`src/rtl/keypad_entry_ctrl.sv`:
```
`default_nettype none
// ============================================================================
// Module      : keypad_entry_ctrl
// Description : Key-entry controller that sits after the keypad scanner.
//               Each detected key press (rows / debounced_col / enable) is
//               decoded to a hex value and accepted exactly once. Accepted
//               keys shift through a two-digit history (left = older,
//               right = newest). The two digits are time-multiplexed onto a
//               shared seven-segment decoder. A new entry is only allowed
//               after the key has been seen released for RELEASE_CYCLES
//               consecutive cycles.
//
// Optional    : `define KEY_REPEAT_EN builds an auto-repeat hold counter.
//               While a key stays held, the current key_code is re-entered
//               every REPEAT_CYCLES held cycles. Without the macro, no hold
//               counter is built and each press gives exactly one entry.
//
// Parameters  : RELEASE_CYCLES  consecutive enable-low cycles that confirm a
//                               release (>= 1)
//               MUX_DIV         clk cycles per display phase (>= 2)
//               REPEAT_CYCLES   held cycles between auto-repeat entries
//                               (only used with KEY_REPEAT_EN)
//
// Ports       : clk            system clock
//               reset          asynchronous reset, active low
//               rows     [3:0] scanner row drive, one-hot, 4'b1000 = top row
//               debounced_col [3:0]
//                              scanner column, active low,
//                              4'b0111 = leftmost column
//               enable         scanner key-detected flag
//               key_code [3:0] last accepted key
//               key_strobe     one-cycle pulse per accepted entry
//               digit_left  [3:0]  older digit
//               digit_right [3:0]  newest digit
//               busy           press held or release still pending
//               disp_an  [1:0] digit enables, active low (bit1 = left)
//               disp_digit [3:0] value of the currently enabled digit
//
// Revision    : 1.0 - initial release
// ============================================================================
module keypad_entry_ctrl #(
    parameter int RELEASE_CYCLES = 4,
    parameter int MUX_DIV        = 8,
    parameter int REPEAT_CYCLES  = 32
) (
    input  logic       clk,
    input  logic       reset,
    input  logic [3:0] rows,
    input  logic [3:0] debounced_col,
    input  logic       enable,
    output logic [3:0] key_code,
    output logic       key_strobe,
    output logic [3:0] digit_left,
    output logic [3:0] digit_right,
    output logic       busy,
    output logic [1:0] disp_an,
    output logic [3:0] disp_digit
);

    // ------------------------------------------------------------------
    // Constants
    // ------------------------------------------------------------------
    localparam int c_REL_W = $clog2(RELEASE_CYCLES) + 1;
    localparam int c_MUX_W = $clog2(MUX_DIV) + 1;

    localparam logic [c_REL_W-1:0] c_REL_TERM = c_REL_W'(RELEASE_CYCLES - 1);
    localparam logic [c_MUX_W-1:0] c_MUX_TERM = c_MUX_W'(MUX_DIV - 1);

    // Active-low digit enables
    localparam logic [1:0] c_AN_RIGHT = 2'b10;
    localparam logic [1:0] c_AN_LEFT  = 2'b01;

`ifdef KEY_REPEAT_EN
    localparam int c_HOLD_W = $clog2(REPEAT_CYCLES) + 1;
    localparam logic [c_HOLD_W-1:0] c_HOLD_TERM = c_HOLD_W'(REPEAT_CYCLES - 1);
`else
    // Parameter kept for a uniform interface; no hold counter in this build.
    localparam int c_unused_repeat = REPEAT_CYCLES;
`endif

    // ------------------------------------------------------------------
    // State encoding
    // ------------------------------------------------------------------
    typedef enum logic [0:0] {
        ST_IDLE    = 1'b0,
        ST_PRESSED = 1'b1
    } state_t;

    state_t              r_state;
    state_t              w_state_nxt;
    logic [c_REL_W-1:0]  r_rel_cnt;
    logic [c_REL_W-1:0]  w_rel_cnt_nxt;
`ifdef KEY_REPEAT_EN
    logic [c_HOLD_W-1:0] r_hold_cnt;
    logic [c_HOLD_W-1:0] w_hold_cnt_nxt;
`endif

    logic                w_load;      // accept a newly decoded key
    logic                w_reissue;   // re-enter the current key (auto-repeat)

    // Registered outputs / datapath
    logic [3:0]          r_key_code;
    logic                r_key_strobe;
    logic [3:0]          r_digit_left;
    logic [3:0]          r_digit_right;
    logic                r_busy;
    logic [c_MUX_W-1:0]  r_mux_cnt;
    logic [1:0]          r_disp_an;

    // ------------------------------------------------------------------
    // Key decode
    // ------------------------------------------------------------------
    logic [1:0] w_row_idx;
    logic [1:0] w_col_idx;
    logic       w_row_ok;
    logic       w_col_ok;
    logic       w_valid;
    logic [3:0] w_key;

    always_comb begin
        w_row_ok  = 1'b1;
        w_row_idx = 2'd0;
        case (rows)
            4'b1000: w_row_idx = 2'd0;
            4'b0100: w_row_idx = 2'd1;
            4'b0010: w_row_idx = 2'd2;
            4'b0001: w_row_idx = 2'd3;
            default: w_row_ok  = 1'b0;
        endcase
    end

    // Column is active low: exactly one zero selects a column, MSB = left.
    always_comb begin
        w_col_ok  = 1'b1;
        w_col_idx = 2'd0;
        case (debounced_col)
            4'b0111: w_col_idx = 2'd0;
            4'b1011: w_col_idx = 2'd1;
            4'b1101: w_col_idx = 2'd2;
            4'b1110: w_col_idx = 2'd3;
            default: w_col_ok  = 1'b0;
        endcase
    end

    assign w_valid = w_row_ok & w_col_ok;

    // Physical keypad layout (row, column) -> hex value
    always_comb begin
        w_key = 4'h0;
        case ({w_row_idx, w_col_idx})
            4'b00_00: w_key = 4'h1;
            4'b00_01: w_key = 4'h2;
            4'b00_10: w_key = 4'h3;
            4'b00_11: w_key = 4'hA;
            4'b01_00: w_key = 4'h4;
            4'b01_01: w_key = 4'h5;
            4'b01_10: w_key = 4'h6;
            4'b01_11: w_key = 4'hB;
            4'b10_00: w_key = 4'h7;
            4'b10_01: w_key = 4'h8;
            4'b10_10: w_key = 4'h9;
            4'b10_11: w_key = 4'hC;
            4'b11_00: w_key = 4'hE;
            4'b11_01: w_key = 4'h0;
            4'b11_10: w_key = 4'hF;
            4'b11_11: w_key = 4'hD;
            default:  w_key = 4'h0;
        endcase
    end

    // ------------------------------------------------------------------
    // Entry FSM: state register
    // ------------------------------------------------------------------
    always_ff @(posedge clk or negedge reset) begin
        if (!reset) begin
            r_state    <= ST_IDLE;
            r_rel_cnt  <= '0;
`ifdef KEY_REPEAT_EN
            r_hold_cnt <= '0;
`endif
        end else begin
            r_state    <= w_state_nxt;
            r_rel_cnt  <= w_rel_cnt_nxt;
`ifdef KEY_REPEAT_EN
            r_hold_cnt <= w_hold_cnt_nxt;
`endif
        end
    end

    // ------------------------------------------------------------------
    // Entry FSM: next state and entry controls
    // ------------------------------------------------------------------
    always_comb begin
        w_state_nxt    = r_state;
        w_rel_cnt_nxt  = r_rel_cnt;
        w_load         = 1'b0;
        w_reissue      = 1'b0;
`ifdef KEY_REPEAT_EN
        w_hold_cnt_nxt = r_hold_cnt;
`endif
        case (r_state)
            ST_IDLE: begin
                w_rel_cnt_nxt  = '0;
`ifdef KEY_REPEAT_EN
                w_hold_cnt_nxt = '0;
`endif
                // Invalid row/column combinations are simply ignored.
                if (enable && w_valid) begin
                    w_load      = 1'b1;
                    w_state_nxt = ST_PRESSED;
                end
            end

            ST_PRESSED: begin
                if (enable) begin
                    // Any detection, even a different key, restarts the
                    // release qualification; no new entry is taken here.
                    w_rel_cnt_nxt = '0;
`ifdef KEY_REPEAT_EN
                    if (r_hold_cnt == c_HOLD_TERM) begin
                        w_reissue      = 1'b1;
                        w_hold_cnt_nxt = '0;
                    end else begin
                        w_hold_cnt_nxt = r_hold_cnt + c_HOLD_W'(1);
                    end
`endif
                end else begin
`ifdef KEY_REPEAT_EN
                    w_hold_cnt_nxt = '0;
`endif
                    if (r_rel_cnt == c_REL_TERM) begin
                        w_state_nxt   = ST_IDLE;
                        w_rel_cnt_nxt = '0;
                    end else begin
                        w_rel_cnt_nxt = r_rel_cnt + c_REL_W'(1);
                    end
                end
            end

            default: begin
                w_state_nxt   = ST_IDLE;
                w_rel_cnt_nxt = '0;
            end
        endcase
    end

    // ------------------------------------------------------------------
    // Key history, strobe and busy
    // ------------------------------------------------------------------
    always_ff @(posedge clk or negedge reset) begin
        if (!reset) begin
            r_key_code    <= 4'h0;
            r_key_strobe  <= 1'b0;
            r_digit_left  <= 4'h0;
            r_digit_right <= 4'h0;
            r_busy        <= 1'b0;
        end else begin
            r_key_strobe <= w_load | w_reissue;
            r_busy       <= (w_state_nxt == ST_PRESSED);
            if (w_load) begin
                r_key_code    <= w_key;
                r_digit_left  <= r_digit_right;
                r_digit_right <= w_key;
            end else if (w_reissue) begin
                r_digit_left  <= r_digit_right;
                r_digit_right <= r_key_code;
            end
        end
    end

    // ------------------------------------------------------------------
    // Display multiplexer
    // ------------------------------------------------------------------
    always_ff @(posedge clk or negedge reset) begin
        if (!reset) begin
            r_mux_cnt <= '0;
            r_disp_an <= c_AN_RIGHT;
        end else begin
            if (r_mux_cnt == c_MUX_TERM) begin
                r_mux_cnt <= '0;
                r_disp_an <= (r_disp_an == c_AN_RIGHT) ? c_AN_LEFT : c_AN_RIGHT;
            end else begin
                r_mux_cnt <= r_mux_cnt + c_MUX_W'(1);
            end
        end
    end

    // Combinational from the digit registers so a new digit shows up in
    // the same cycle it is registered.
    assign disp_digit  = (r_disp_an == c_AN_RIGHT) ? r_digit_right : r_digit_left;

    assign key_code    = r_key_code;
    assign key_strobe  = r_key_strobe;
    assign digit_left  = r_digit_left;
    assign digit_right = r_digit_right;
    assign busy        = r_busy;
    assign disp_an     = r_disp_an;

endmodule
`default_nettype wire

```
`config.mk`:
```
export PLATFORM = sky130hd
export DESIGN_NAME = keypad_entry_ctrl
export DESIGN_NICKNAME = d
export VERILOG_FILES = /design/src/rtl/keypad_entry_ctrl.sv
export SDC_FILE = /design/constraint.sdc
export NUM_CORES = 1
export LEC_CHECK = 0
export CORE_ASPECT_RATIO = 1.5
export CORE_MARGIN = 5
export CORE_UTILIZATION = 47
export DETAILED_ROUTE_END_ITERATION = 10
export PLACE_DENSITY = 0.78
export REMOVE_ABC_BUFFERS = 1
export SETUP_SLACK_MARGIN = 0.15
export SLEW_MARGIN = 15
export SYNTH_ARGS = -nofsm -noshare
export SYNTH_HDL_FRONTEND = slang
export SYNTH_SLANG_ARGS = --single-unit
```
`constraint.sdc`:
```
create_clock -name clk -period 1.8 [get_ports clk]
set_input_delay 0.45 -clock clk [delete_from_list [all_inputs] [get_ports clk]]
set_output_delay 0.45 -clock clk [all_outputs]
set_load 0.02 [all_outputs]
```
== Yosys cells after proc, flatten, opt, wreduce, memory -nomap -nowiden ==
Memory sizes are Yosys's and may differ from the RTL's. A register that Yosys moved wholly into a read port is not among the register bits.
Index checks and enable logic that the tools add are counted.
Word-level totals
  bits in registers: 15
  ROM bits: 64
  output and inout bits: 20
  memories kept: 1
Cells by class
  add/subtract/negate cells: 2
  equality and inequality tests: 11
  muxes and demuxes: 15
  bitwise logic cells: 2
  reduce and logical (&&, ||, !) cells: 4
Memories
  (name not given): depth 16, width 4, read ports 1, clocked after Yosys merged registers in 1, write ports 0, line 150  | case ({w_row_idx, w_col_idx})
Operators by type and width (number)
  4-bit == test (second input constant): 4
  4-bit by 3-bit == test with 1-bit output (second input constant): 3
  2-bit one-hot mux with 3 select lines: 2
  4-bit 2-to-1 mux: 2
  4-bit OR reduction: 2
  1-bit 2-to-1 mux: 6
  3-bit 2-to-1 mux: 2
  3-bit one-hot mux with 2 select lines: 1
  4-bit by 1-bit adder with 4-bit output (second input constant): 1
  4-bit by 1-bit == test with 1-bit output (second input constant): 1
  4-bit by 2-bit == test with 1-bit output (second input constant): 1
  3-bit by 1-bit adder with 3-bit output (second input constant): 1
  3-bit by 2-bit == test with 1-bit output (second input constant): 1
  2-bit == test (second input constant): 1
  2-bit 2-to-1 mux: 1
  1-bit one-hot mux with 2 select lines: 1
  1-bit AND: 1
  1-bit logical AND: 1
  1-bit zero test: 1
  1-bit inverter: 1

== Depth between registers and ports, before layout ==
  depth in word-level cells: 7
  gate-level depth with buffers: 9

== Worst setup path before layout ==
Ideal clock, no wire load.
  kind: reg-to-output
  from: reg r_disp_an[1] (netlist: disp_an[1])
  to: out disp_digit[0]
  data arrival time: 1.332 ns
  setup slack: 0.018 ns
  stages on the path, launching flop included: 4
  cell sequence: dfstp_2 -> nor2b_1 -> clkbuf_1 -> mux2_2
Between the ends
  longest elaborated chain between the ends: 2
Ends and longest elaborated chain
  from (decl): line 108  | logic [1:0] r_disp_an;
  from (signal assigned): line 277  | r_disp_an <= c_AN_RIGHT;
  from (signal assigned): line 281  | r_disp_an <= (r_disp_an == c_AN_RIGHT) ? c_AN_LEFT : c_AN_RIGHT;
  2-bit == test: line 290  | assign disp_digit = (r_disp_an == c_AN_RIGHT) ? r_digit_right : r_digit_left;
  4-bit 2-to-1 mux: line 290
  to (decl): line 57  | output logic [3:0] disp_digit
Every way passes these cells.

== Worst setup path after layout ==
  from: reg r_disp_an[1] (netlist: disp_an[1])
  to: out disp_digit[3]
The elaborated chain is that of the path after synthesis.

==> reports/metrics.csv <==
stage,metric,value,unit
logic_synthesis,Synth warnings,0,
clock_network,CTS max path bufs,2,
power,Leak Pwr,0.916,nW
timing,final worst slack,-194,ps
cells_and_area,Register Area,478,µm²
timing,Tmin final,1990,ps
global_routing,Congestion Overflow GR,0,
power,Worst VDD drop,0.494,mV
global_routing,antenna violations before repair,0,
critical_path,FF-to-FF path depth,6,
logic_synthesis,Post-Syn Area,1120,µm²
clock_network,H-tree level count,1,
timing,crit share post-route,1.11,
drt,routed vias,993,
drt,DRC violations left,0,
timing,Max-slew headroom,0.714,
critical_path,Crit Path Class,reg2out,
outcome,failing checks,negative setup slack,
power,cell-internal power,0.000896,W
cells_and_area,layout net count,176,
logic_synthesis,"Seq/Total Area, Yosys",0.424,
timing,fmax,0.501,GHz
floorplan,Starting Density,0.497,
power,Psw,0.000534,W
critical_path,critical path data arrival time,1540,ps
placed_design,HPWL Detailed,1910,µm
clock_network,TritonCTS clock tree,done,
logic_synthesis,Netlist cell types,31,
power,sw frac,0.373,
logic_synthesis,share of the synthesized area in the top cell type,0.401,
cells_and_area,Antenna diodes,0,
critical_path,"Max FO, Critical Path",5,
global_routing,GRT Total Usage,0.164,
placed_design,Area after DPL,1540,µm²
timing,final-report max-slew violation count,0,
power,Pwr Density,811,nW/µm²
outcome,outcome,"complete, but fails checks",
power,Clock Power Share,0.149,
drt,DRT Wirelength,2920,µm
cells_and_area,fillers,154,
cells_and_area,final non-filler cell area,1760,µm²
cells_and_area,area of the multi-input gates,727,µm²
clock_network,clock-pin slew on the worst setup and hold paths,100,ps
drt,Initial DRC Count,15,
floorplan,total core area,2260,µm²
logic_synthesis,syn_area_per_cell,11.1,µm²
clock_network,CTS Hold Bufs,0,
drt,First-pass DRT Iterations,4,
timing,# setup viols final,4,
drt,Vias/cell,5.52,
floorplan,row count,21,
critical_path,Worst EP required,1350,ps
timing,Final Hold Vio Count,0,
clock_network,CTS Buf Count,3,
global_routing,largest net degree at the start of global routing,20,
logic_synthesis,"top cells by area, synth","dfrtp_1 (40%), mux2_2 (10%), ha_1 (7.8%), mux2i_1 (6.2%), xnor2_1 (3.1%)",
floorplan,num ports,31,
cells_and_area,layout cells sized above 1,0.465,
critical_path,crit end category,primary output,
logic_synthesis,Mapped Cells,101,
power,sequential share of power,0.403,
flow_run,maxcap violations,0,
global_routing,vias in the first global route,1000,
clock_network,clk sink count,19,
power,combinational cell fraction of total power,0.449,
logic_synthesis,#FFs+latches synth,19,
min_path,Worst Hold Class,reg2reg,
floorplan,die area,3490,µm²
floorplan,Die Wd,49.9,µm
cells_and_area,P&R area growth vs syn,56.8,%
drt,wire per inst,16.2,µm
placed_design,RD Place Congestion,0.768,
cells_and_area,Final Core Density,0.780,
floorplan,Die H,69.9,µm
timing,final clock skew,5.31,ps
timing,RSZ-0062 raised after global routing,true,
global_routing,global-route wire length before repair,4530,µm
drt,ANT nets after route,0,
min_path,hold path depth,1,
logic_synthesis,"area leader, netlist",dfrtp_1,
timing,worst slew pin tran,427,ps
clock_network,clock latency on the worst-skew pair,300,ps
clock_network,Root Driver,clkbuf_4,
critical_path,Setup crit start kind,register,
placed_design,I/O Buffers,30,
cells by family after synthesis:
group	synth area share
xor+xnor	0.0546
flops	0.424
simple gates	0.144
compound gates	0.0768
buf+inv	0.0601
fa+ha+maj	0.0779
mux	0.163
power groups by stage:
stage                     combinational (W)  clock [W]  sequential (W)
after floorplan                    0.000177          0        0.000680
after global placement             0.000604          0        0.000568
after detailed placement           0.000627          0        0.000577
after CTS                          0.000608   0.000212        0.000573
after global routing               0.000684   0.000237        0.000596
final                              0.000641   0.000212        0.000576
layout by cell type (no fill, tap or decap), types with 2 or more instances in the layout:
| cell type | synthesis | final |
|---|---|---|
| a21oi_1 | 4 | 2 |
| a21oi_2 | 0 | 2 |
| buf_2 | 0 | 2 |
| buf_4 | 4 | 24 |
| buf_6 | 2 | 10 |
| clkbuf_2 | 0 | 3 |
| clkbuf_4 | 0 | 3 |
| dfrtp_1 | 18 | 17 |
| dlygate4sd2_1 | 0 | 16 |
| ha_1 | 7 | 6 |
| inv_1 | 3 | 2 |
| mux2_2 | 10 | 5 |
| mux2_4 | 0 | 5 |
| mux2i_1 | 7 | 7 |
| nand2_1 | 7 | 7 |
| nand3_1 | 4 | 2 |
| nand3_2 | 0 | 2 |
| nor2_1 | 6 | 6 |
| nor4bb_1 | 2 | 2 |
| o21ai_1 | 0 | 2 |
| o2bb2ai_4 | 0 | 2 |
| or3_4 | 0 | 2 |
| xnor2_1 | 4 | 4 |
| xor2_2 | 0 | 2 |
sequential cells by signal, summed over array words and instances, names as in the netlist:
signal	cells
digit_left	4
digit_right	4
r_mux_cnt	4
r_rel_cnt	3
disp_an	2
busy	1
key_strobe	1
cell type report:
type / instances / share of cell area
Clock buffer: 4 / 0.0149
Inverter: 3 / 0.00639
Multi-Input combinational cell: 73 / 0.413
Sequential cell: 19 / 0.271
Tap cell: 23 / 0.0163
Timing Repair Buffer: 58 / 0.278
per-stage QoR:
stage	std cells	setup WS [ps]	total power [W]	hold slack [ps]	setup TNS (ps)
global route	180	-246	0.00152	478	-965
detailed placement	166	-617	0.00120	448	-6020
finish	180	-194	0.00143	465	-761
CTS	175	-220	0.00139	461	-857
floorplan	94	5.63	0.000857	154	0
global placement	166	-559	0.00117	427	-5340
synthesized netlist by cell type, drive strengths merged:
cell	instances
or3	2
clkbuf	1
o41ai	1
o21ai	4
buf	6
dfstp	1
mux2	10
nand2	7
a211oi	1
dfrtp	18
a21oi	4
nand3	4
xnor2	4
o2bb2ai	1
ha	7
nor2	6
nand3b	1
inv	3
nor4b	1
xor2	3
and3b	1
mux2i	7
nand2b	1
a21o	1
nor2b	1
or2	1
nor3	2
nor4bb	2
layer usage:
| layer | vias to the layer above | wire (µm) | track usage |
|---|---|---|---|
| met5 | - | 0 | 0 |
| met4 | 0 | 37 | 0.0758 |
| met3 | 6 | 157 | 0.0170 |
| met2 | 37 | 1700 | 0.322 |
| met1 | 484 | 1030 | 0.162 |
| li1 | 466 | - | - |
final timing paths:
kind	start	end	slack [ps]
worst max register to register	busy	digit_right[0]	210
worst max-delay path	disp_an[1]	disp_digit[3]	-190
worst min-delay path	r_rel_cnt[0]	r_rel_cnt[0]	470
max in group asynchronous	reset	disp_an[1]	1060
worst min register to register	r_rel_cnt[0]	r_rel_cnt[0]	470
min in group asynchronous	reset	disp_an[0]	480
worst max-delay path: stages, from the launching register on:
cell and delay, ps:
dfstp_2 540, nor2b_4 130, buf_6 130, mux2_4 310, buf_6 130
timing repair:
| item | in CTS | in global routing |
|---|---|---|
| gates cloned | 1 | 0 |
| setup endpoints to repair | 30 | 14 |
| resized for setup | 79 | 26 |
| setup buffers | 4 | 5 |
| pin swaps | 7 | 11 |
Power figures use the tool's default switching activity.
